File: config.mk
export PLATFORM = sky130hd
export DESIGN_NAME = procyon_wb_arbiter
export DESIGN_NICKNAME = d
export VERILOG_FILES = /design/src/rtl/procyon_wb_arbiter.sv
export SDC_FILE = /design/constraint.sdc
export NUM_CORES = 1
export LEC_CHECK = 0
export ABC_CLOCK_PERIOD_IN_PS = 1710
export BUFFER_PORTS_ARGS = -buffer_cell sky130_fd_sc_hd__buf_4
export CAP_MARGIN = 20
export CORE_AREA = 5 5 112 114
export CTS_BUF_LIST = sky130_fd_sc_hd__clkbuf_8 sky130_fd_sc_hd__clkbuf_16
export CTS_CLUSTER_SIZE = 28
export DETAILED_ROUTE_END_ITERATION = 6
export DIE_AREA = 0 0 117 119
export GPL_TIMING_DRIVEN = 0
export PLACE_DENSITY = 0.55
export RECOVER_POWER = 100
export SLEW_MARGIN = 20
export SYNTH_ARGS = -nofsm -noshare
export SYNTH_HDL_FRONTEND = slang
export SYNTH_SLANG_ARGS = --single-unit
File: constraint.sdc
create_clock -name clk -period 1.71 [get_ports clk]
set_clock_uncertainty 0.15 [all_clocks]
set_input_delay 0.0855 -clock clk [delete_from_list [all_inputs] [get_ports clk]]
set_output_delay 0.0855 -clock clk [all_outputs]
set_load 0.01 [all_outputs]
File: src/rtl/procyon_wb_arbiter.sv
// Two-master Wishbone arbiter: a registered one-hot grant with round-robin on contention,
// and a combinational mux from the granted master onto the single slave port.
module procyon_wb_arbiter #(
  parameter int OPTN_WB_DATA_WIDTH = 32,
  parameter int OPTN_WB_ADDR_WIDTH = 32
) (
  input  logic                            clk,
  input  logic                            n_rst,
  input  logic [1:0]                      i_m_wb_cyc,
  input  logic [1:0]                      i_m_wb_stb,
  input  logic [1:0]                      i_m_wb_we,
  input  logic [2*3-1:0]                  i_m_wb_cti,
  input  logic [2*2-1:0]                  i_m_wb_bte,
  input  logic [2*OPTN_WB_DATA_WIDTH/8-1:0] i_m_wb_sel,
  input  logic [2*OPTN_WB_ADDR_WIDTH-1:0] i_m_wb_addr,
  input  logic [2*OPTN_WB_DATA_WIDTH-1:0] i_m_wb_data,
  output logic [1:0]                      o_m_wb_ack,
  output logic [OPTN_WB_DATA_WIDTH-1:0]   o_m_wb_data,
  output logic                            o_s_wb_cyc,
  output logic                            o_s_wb_stb,
  output logic                            o_s_wb_we,
  output logic [2:0]                      o_s_wb_cti,
  output logic [1:0]                      o_s_wb_bte,
  output logic [OPTN_WB_DATA_WIDTH/8-1:0] o_s_wb_sel,
  output logic [OPTN_WB_ADDR_WIDTH-1:0]   o_s_wb_addr,
  output logic [OPTN_WB_DATA_WIDTH-1:0]   o_s_wb_data,
  input  logic                            i_s_wb_ack,
  input  logic [OPTN_WB_DATA_WIDTH-1:0]   i_s_wb_data,
  output logic [1:0]                      o_grant
);

  localparam int DW = OPTN_WB_DATA_WIDTH;
  localparam int AW = OPTN_WB_ADDR_WIDTH;
  localparam int SW = OPTN_WB_DATA_WIDTH / 8;

  // State encoding doubles as the one-hot grant vector.
  typedef enum logic [1:0] {
    IDLE = 2'b00,
    GNT0 = 2'b01,
    GNT1 = 2'b10
  } state_e;

  state_e state_q, state_d;
  logic   last_q, last_d;

  always_ff @(posedge clk or negedge n_rst) begin
    if (!n_rst) begin
      state_q <= IDLE;
      last_q  <= 1'b1;
    end else begin
      state_q <= state_d;
      last_q  <= last_d;
    end
  end

  always_comb begin
    state_d = state_q;
    last_d  = last_q;
    case (state_q)
      IDLE: begin
        case (i_m_wb_cyc)
          2'b01:   state_d = GNT0;
          2'b10:   state_d = GNT1;
          2'b11:   state_d = last_q ? GNT0 : GNT1;
          default: state_d = IDLE;
        endcase
        if (state_d == GNT0) last_d = 1'b0;
        if (state_d == GNT1) last_d = 1'b1;
      end
      // No preemption: tenure ends only when the owner drops cyc.
      GNT0:    if (!i_m_wb_cyc[0]) state_d = IDLE;
      GNT1:    if (!i_m_wb_cyc[1]) state_d = IDLE;
      default: state_d = IDLE;
    endcase
  end

  assign o_grant     = state_q;
  assign o_m_wb_data = i_s_wb_data;

  always_comb begin
    o_s_wb_cyc  = 1'b0;
    o_s_wb_stb  = 1'b0;
    o_s_wb_we   = 1'b0;
    o_s_wb_cti  = '0;
    o_s_wb_bte  = '0;
    o_s_wb_sel  = '0;
    o_s_wb_addr = '0;
    o_s_wb_data = '0;
    o_m_wb_ack  = '0;
    for (int n = 0; n < 2; n++) begin
      if (state_q[n]) begin
        o_s_wb_cyc    = i_m_wb_cyc[n];
        o_s_wb_stb    = i_m_wb_stb[n];
        o_s_wb_we     = i_m_wb_we[n];
        o_s_wb_cti    = i_m_wb_cti[n*3 +: 3];
        o_s_wb_bte    = i_m_wb_bte[n*2 +: 2];
        o_s_wb_sel    = i_m_wb_sel[n*SW +: SW];
        o_s_wb_addr   = i_m_wb_addr[n*AW +: AW];
        o_s_wb_data   = i_m_wb_data[n*DW +: DW];
        o_m_wb_ack[n] = i_s_wb_ack;
      end
    end
  end

endmodule

==> results of run 1 <==
registers in the layout, summed over array words and instances (netlist names):
| name | cells |
|---|---|
| o_grant | 2 |
| last_q | 1 |
cells in the final DEF, fill, tap and decap left out, types with 2 or more instances in the layout:
cell type,instances
buf_4,259
a22o_1,74
clkbuf_1,35
buf_2,7
buf_8,6
clkbuf_4,5
nand2_1,4
buf_6,4
nor3b_1,3
clkbuf_16,3
dlygate4sd3_1,3
o21ai_1,2
final timing paths:
check                                  end  cells after the start
setup / recovery           o_s_wb_addr[22]                      5
hold / removal                  o_grant[1]                      2
setup reg to reg                o_grant[1]                      3
hold reg to reg                     last_q                      1
max in group asynchronous           last_q                      2
min in group clk            o_m_wb_data[8]                      2
cells by family (layout without fill, tap and decap cells):
| logic type | after synthesis | count (layout) | share of synthesized area [%] |
|---|---|---|---|
| DFF | 3 | 3 | 6.289 |
| AOI/OAI and AO/OA | 77 | 77 | 54.95 |
| and+or+nand+nor | 12 | 12 | 6.288 |
| buffers and inverters | 49 | 324 | 32.47 |
repair_timing:
action,CTS,global route
hold endpoints to repair,5,0
gates resized for setup,4,6
setup endpoints to repair,77,48
hold buffers,3,0
pin swaps,0,5
buffers inserted,2,0
layout make-up:
type                    instances  share of cell area [%]
plain buffers                  49                   11.95
flip-flops and latches          3                   2.274
repair buffers                271                   56.44
well taps                     143                   5.244
clock buffers                   3                   2.200
clock inverters                 1                  0.1100
multi-input cells              89                   21.78
critical path, delay by kind of cell (launching register included):
kind / cells / cell delay, ns
AND/OR/NAND/NOR: 1 / 0.27
AO/OA/AOI/OAI: 1 / 0.15
flip-flops: 1 / 0.38
buffers and inverters: 3 / 0.41
report_power, final:
part	internal (uW)	leakage, uW	switching, uW
Combinational	1150	0.00177	831
Clock	302	0.0000423	64.9
Sequential	102	0.0000347	15.8
Total	1550	0.00184	911
metal layers:
metal	wire (microns)	vias up
met2	4540	149
li1	-	1083
met4	50	0
met1	2481	990
met5	0	-
met3	1097	4
synthesized netlist by cell type, drive strengths merged:
library cell  number
a22o              74
and3b              1
nand2              4
nor3b              3
clkbuf             1
o22a               1
and2b              1
nand3b             1
and2               2
buf               48
dfstp              1
o21ai              2
dfrtp              2
through the flow:
step,cells,TNS [ns],utilization [%],setup WS [ns]
detailed placement,550,-4.804,29.94,-0.1125
CTS,559,0,31.12,0.001797
floorplan,141,0,-,0.3449
global placement,550,-1.387,29.94,-0.07015
finish,559,0,30.14,0.03223
global route,559,-0.6242,30.14,-0.04031
==> impl_results.md, run 1 <==
- Crit Path Class: register to output pin
- Seq/Total Area, Yosys: ~6.3%
- Final-layout fill cell count: roughly 1200
- Total Routing Usage GR: about a tenth
- DIE HEIGHT: about 120 microns
- Crit-path slowest cell: dfrtp_1
- Core ar.: approximately 11000 sq um
- Worst EP required: approximately 1.5 ns
- Netlist cell types: 15
- DRT Wirelength: slightly above 8000 microns
- Maximum VDD drop: 0.4137 mV
- Initial Util: a little over a tenth
- CTS tree: done
- Number of global-route vias before repair: approximately 2300
- Status: completed
- Mapped Nets: between 300 and 400
- RSZ-0062 raised after global routing: yes
- Leak: roughly 0.0018 uW
- Total inserted antenna cells: 0
- Worst slew margin relative to its limit: between 70% and 80%
- Initial antenna violation count: 0
- Worst Path Max Fanout: 10
- CTS buffer count: 3
- CTS max path bufs: 2
- Post-detail-place hpwl: 7153 microns
- Mapped Cells: roughly 140
- Row Count: 39
- Grt met1 use: 9.701%
- Overflow after GRT: 0
- Power, Total: 2465 uW
- Die X: about 120 microns
- #FFs+latches synth: 3
- Critical Path End Type: output pin
- Worst Path Arrival: 1.44 ns
- Final setup vio count: 0
- DRT iter0 DRCs: 37
- Class of the worst hold path: input port to asynchronous set/reset pin
- Synth top area share: between 50% and 60%
- Worst Hold Margin: approximately 0.059 ns
- Critical Path Start: o_grant[1]
- Vias per cell: around 4
- DIE AREA: 13920 sq um
- Max-cap violations: 0
- Slew Viols, Final: 0
- Final antenna-violating net count: 0
- Pin count of the biggest net entering global routing: 11
- Io pins: 299
- Residual DRC: 0
- Share of post-route cells with drive strength above 1: around 69%
- Buffers on Ports: around 270
- Synth area leader: a22o_1
- DRT Pass-1 Iters: 4
- Latest clock arrival within the worst-skew pair: 0.22 ns
- H-Tree Depth: 1
- DP Area: 3390 sq um
- Post-Synthesis Cell Area: between 1000 and 1500 sq um
- Met2 Resource Use GR: 20.41%
- Worst R2R Setup Slack: roughly 0.45 ns
- Area occupied by multi-input gates: around 740 sq um
- Worst path cell trace: and2b_4, buf_12, buf_8, a22o_1, buf_4
- Top cells by area, synth: a22o_1 53%, buf_4 20%, buf_8 8.7%, dfrtp_1 4.1%, buf_2 3.7%
- GP Congestion: between 0.7 and 0.8
- Busiest grt layer: met2
- First-pass GRT wire length: approximately 11000 microns
- Reg2reg start: o_grant[1]
- Clk root buf: clkbuf_16
- Final Hold Vio Count: 0
- FMAX: a little under 0.6 GHz
- Clock-pin slew on the worst setup and hold paths: about 0.03 ns
- Tcrit/Tclk final: a little over nine tenths
- Drt wl/cell: between 10 and 15 microns
- Worst Setup Start Kind: register
- Met3 track utilization from global routing: 2.028%
- Syn. warnings: 0
- Total number of vias: between 2000 and 2500
- CTS sink count: 3
- Syn Area/Cell: roughly 8.6 sq um
- Fin area: roughly 3400 sq um
- Slew @ Worst Pin: roughly 0.30 ns
- Crit path largest cell delay: between 0.3 and 0.4 ns
- P&R area growth vs syn: 181.1%
- Seq. cell area: 77.57 sq um
- Layout Nets: roughly 600
- Final Critical Period: ~1.7 ns
- Pwr/cell area: between 700 and 800 nW/um^2
No activity file was read; power rests on OpenSTA's default activity.
==> run 2: changes to the inputs <==
--- a/config.mk
+++ b/config.mk
@@ -5,15 +5,16 @@
 export SDC_FILE = /design/constraint.sdc
 export NUM_CORES = 1
 export LEC_CHECK = 0
-export ABC_CLOCK_PERIOD_IN_PS = 1710
+export ABC_CLOCK_PERIOD_IN_PS = 1500
 export BUFFER_PORTS_ARGS = -buffer_cell sky130_fd_sc_hd__buf_4
 export CAP_MARGIN = 20
-export CORE_AREA = 5 5 112 114
+export CORE_AREA = 5 5 114 116
 export CTS_BUF_LIST = sky130_fd_sc_hd__clkbuf_8 sky130_fd_sc_hd__clkbuf_16
 export CTS_CLUSTER_SIZE = 28
 export DETAILED_ROUTE_END_ITERATION = 6
-export DIE_AREA = 0 0 117 119
+export DIE_AREA = 0 0 119 121
 export GPL_TIMING_DRIVEN = 0
+export HOLD_SLACK_MARGIN = 0.15
 export PLACE_DENSITY = 0.55
 export RECOVER_POWER = 100
 export SLEW_MARGIN = 20
==> constraint.sdc (replaced) <==
create_clock -name clk -period 1.5 [get_ports clk]
set_clock_uncertainty 0.15 [all_clocks]
set_input_delay 0.075 -clock clk [delete_from_list [all_inputs] [get_ports clk]]
set_output_delay 0.075 -clock clk [all_outputs]
set_load 0.01 [all_outputs]
==> run 2 against run 1 <==
The run now ends with negative setup slack left. Clock-buffer cell count unchanged. Sequential cell count unchanged. Sequential power is 14% higher. Clock power rose by 15%. Die area increased by 3.4%. Routed wire length grew 12%. Hold slack improved by 0.15 ns. Global-route usage increased by 0.77 points. Critical path type unchanged. Largest cell class unchanged. Highest routed layer unchanged.
==> impl_results.md, run 2 (synthesized netlist as in run 1, its figures left out) <==
- Share of post-route cells with drive strength above 1: 69.50% (+0.27 points)
- Failing checks: negative setup slack
- Post-detail-place hpwl: 7761 microns (+8.5%)
- DRT iter0 DRCs: 63 (+70%)
- Drt wl/cell: 16.06 microns (+9.9%)
- DRT Wirelength: 9154 microns (+12%)
- Layout Nets: 611 (+1.2%)
- Total inserted antenna cells: 0 (unchanged)
- Buffers on Ports: 266 (unchanged)
- First-pass GRT wire length: 12610 microns (+12%)
- Vias per cell: 3.935 (-1.2%)
- Switch share: 36.68% (-0.29 points)
- DIE AREA: 14400 sq um (+3.4%)
- Commonest non-fill, non-tap cell in the layout: buf_4
- Most frequent cells in the layout: 252 x buf_4, 74 x a22o_1, 35 x clkbuf_1, 18 x buf_6
- Met3 track utilization from global routing: 3.263% (+1.2 points)
- Final-layout fill cell count: 1288 (+4.9%)
- Combinational Power Share: 81.8% (+1.5 points)
- RSZ-0062 raised after global routing: yes
- Busiest grt layer: met2
- Slew Viols, Final: 0 (unchanged)
- Initial Util: 10.28% (-0.45 points)
- DRT Pass-1 Iters: 4 (unchanged)
- DIE HEIGHT: 121 microns (+1.7%)
- Status: finished, violations left
- Io pins: 299 (unchanged)
- CTS max path bufs: 2 (unchanged)
- Hold EP: o_m_wb_data[27]
- Pwr/cell area: 847.6 nW/um^2 (+17%)
- Max reg flops: 2 (unchanged)
- Hold depth: 2
- H-Tree Depth: 1 (unchanged)
- Tcrit/Tclk final: 112.0%
- Maximum VDD drop: 0.6405 mV (+55%)
- Sequential Power Share: 4.4% (-0.4 points)
- Row Count: 40 (+2.6%)
- Met2 Resource Use GR: 20.45% (+0.040 points)
- Clock-pin slew on the worst setup and hold paths: 0.03 ns (about the same)
- Number of global-route vias before repair: 2252 (-0.62%)
- Residual DRC: 0 (unchanged)
- Class of the worst hold path: input port to output pin
- Final Hold Vio Count: 0 (unchanged)
- P&R area growth vs syn: 196.6%
- Slew @ Worst Pin: 0.3202 ns (+0.01583 ns)
- Final setup vio count: 76 (+76)
- GP Congestion: 0.8048 (+11%)
- Post-place setup slack: -0.2321 ns (-0.1196 ns)
- Total number of vias: 2243 (+0.76%)
- Final Critical Period: ~1.7 ns
- Worst Path Max Fanout: 5 (-5)
- Final TNS setup: -10.77 ns (-10.77 ns)
- FMAX: 0.5951 GHz
- Total Routing Usage GR: 10.60% (+0.77 points)
- Worst Hold Margin: 0.2114 ns (+0.1523 ns)
- Overflow after GRT: 0 (unchanged)
- Leak: 0.001920 uW (+4.2%)
- Crit Path Class: register to output pin
- Reg2reg start: o_grant[1]
- Pin count of the biggest net entering global routing: 11 (unchanged)
- Worst r2r dst: o_grant[1]
- P_sw: 1119 uW (+23%)
- Final antenna-violating net count: 0 (unchanged)
- Area occupied by multi-input gates: 743.2 sq um (unchanged)
- Worst slew margin relative to its limit: 78.65% (-1.1 points)
- CTS tree: done
- Worst R2R Setup Slack: 0.27 ns (-0.18 ns)
- CTS sink count: 3 (unchanged)
- Die X: 119 microns (+1.7%)
- Final worst slack: -0.1803 ns (-0.2125 ns)
- Core ar.: 11810 sq um (+4.3%)
- Latest clock arrival within the worst-skew pair: 0.23 ns (about the same)
- Initial antenna violation count: 0 (unchanged)
- Clock Power Share: 13.8% (-1.1 points)
- CTS buffer count: 3 (unchanged)
- Hold_sp: i_s_wb_data[27]
- Grt met1 use: 11.71% (+2.0 points)
- Worst Setup Start Kind: register
- Seq. cell area: 77.57 sq um (unchanged)
- Worst Path Arrival: 1.46 ns (+0.02 ns)
- R2R cell count: 3 (unchanged)
- Worst EP required: 1.27 ns (-0.20 ns)
- P_int: 1932 uW (+24%)
- Max-cap violations: 0 (unchanged)
- Clk root buf: clkbuf_16
- Critical Path End Type: output pin
==> run 2: cell count changes in the layout (fill, tap and decap cells not counted), moves of 3 or more <==
cell       delta
buf_6        +14
buf_4         -7
clkbuf_16     +3
clkbuf_4      -4
==> run 2: power by group through the flow <==
stage / Sequential [uW] / Clock [uW] / Combinational (uW)
final: 135 / 422 / 2490
after global routing: 138 / 433 / 2660
after global placement: 141 / 0 / 2270
after detailed placement: 145 / 0 / 2290
after floorplan: 141 / 0 / 1080
after CTS: 134 / 426 / 2440
==> run 2: repair_timing <==
item	CTS	global route
endpoints found under the setup margin	78	77
hold buffers	4	0
resized for setup	17	9
hold endpoints to repair	6	0
cloned	1	3
setup buffers	3	1
pin swaps	1	5
==> run 2: worst max path at each step <==
| stage | cells past startpoint | to | slack, ns | from |
|---|---|---|---|---|
| 2_1_floorplan | 4 | o_s_wb_addr[0] | 0.15 | o_grant[0] |
| 3_3_place_gp | 4 | o_s_wb_data[2] | -0.19 | o_grant[1] |
| 3_5_place_dp | 4 | o_s_wb_data[31] | -0.23 | o_grant[1] |
| 4_1_cts | 5 | o_s_wb_addr[24] | -0.17 | o_grant[1] |
| 5_1_grt | 5 | o_s_wb_data[14] | -0.24 | o_grant[1] |
| 6_report | 5 | o_s_wb_sel[2] | -0.18 | o_grant[0] |
==> run 2: cell type report <==
class | instances | share of cell area (%)
clock inverters | 1 | 0.1043
repair buffers | 278 | 58.50
flip-flops and latches | 3 | 2.155
well taps | 147 | 5.109
clock buffers | 3 | 2.086
plain buffers | 49 | 11.40
multi-input cells | 89 | 20.65
==> run 2: layer usage <==
metal	wire [microns]	part of all wire [%]
met1	3287	36
met3	893	9.8
met5	0	0
met2	4947	54
met4	25	0.27
==> run 2: per-stage QoR <==
step	instances	area (sq um)	power, uW	util [%]
after floorplan	141	1214	1216	-
after global placement	554	3395	2410	28.74
after detailed placement	554	3395	2436	28.74
after CTS	566	3615	2997	30.60
after global routing	570	3600	3233	30.48
final	570	3600	3051	30.48
==> run 2: worst max-delay path: stages (launching register included) <==
cell and delay [ns]:
dfrtp_2 0.40, and2b_4 0.19, clkbuf_16 0.17, clkbuf_16 0.15, a22o_1 0.17, buf_4 0.14
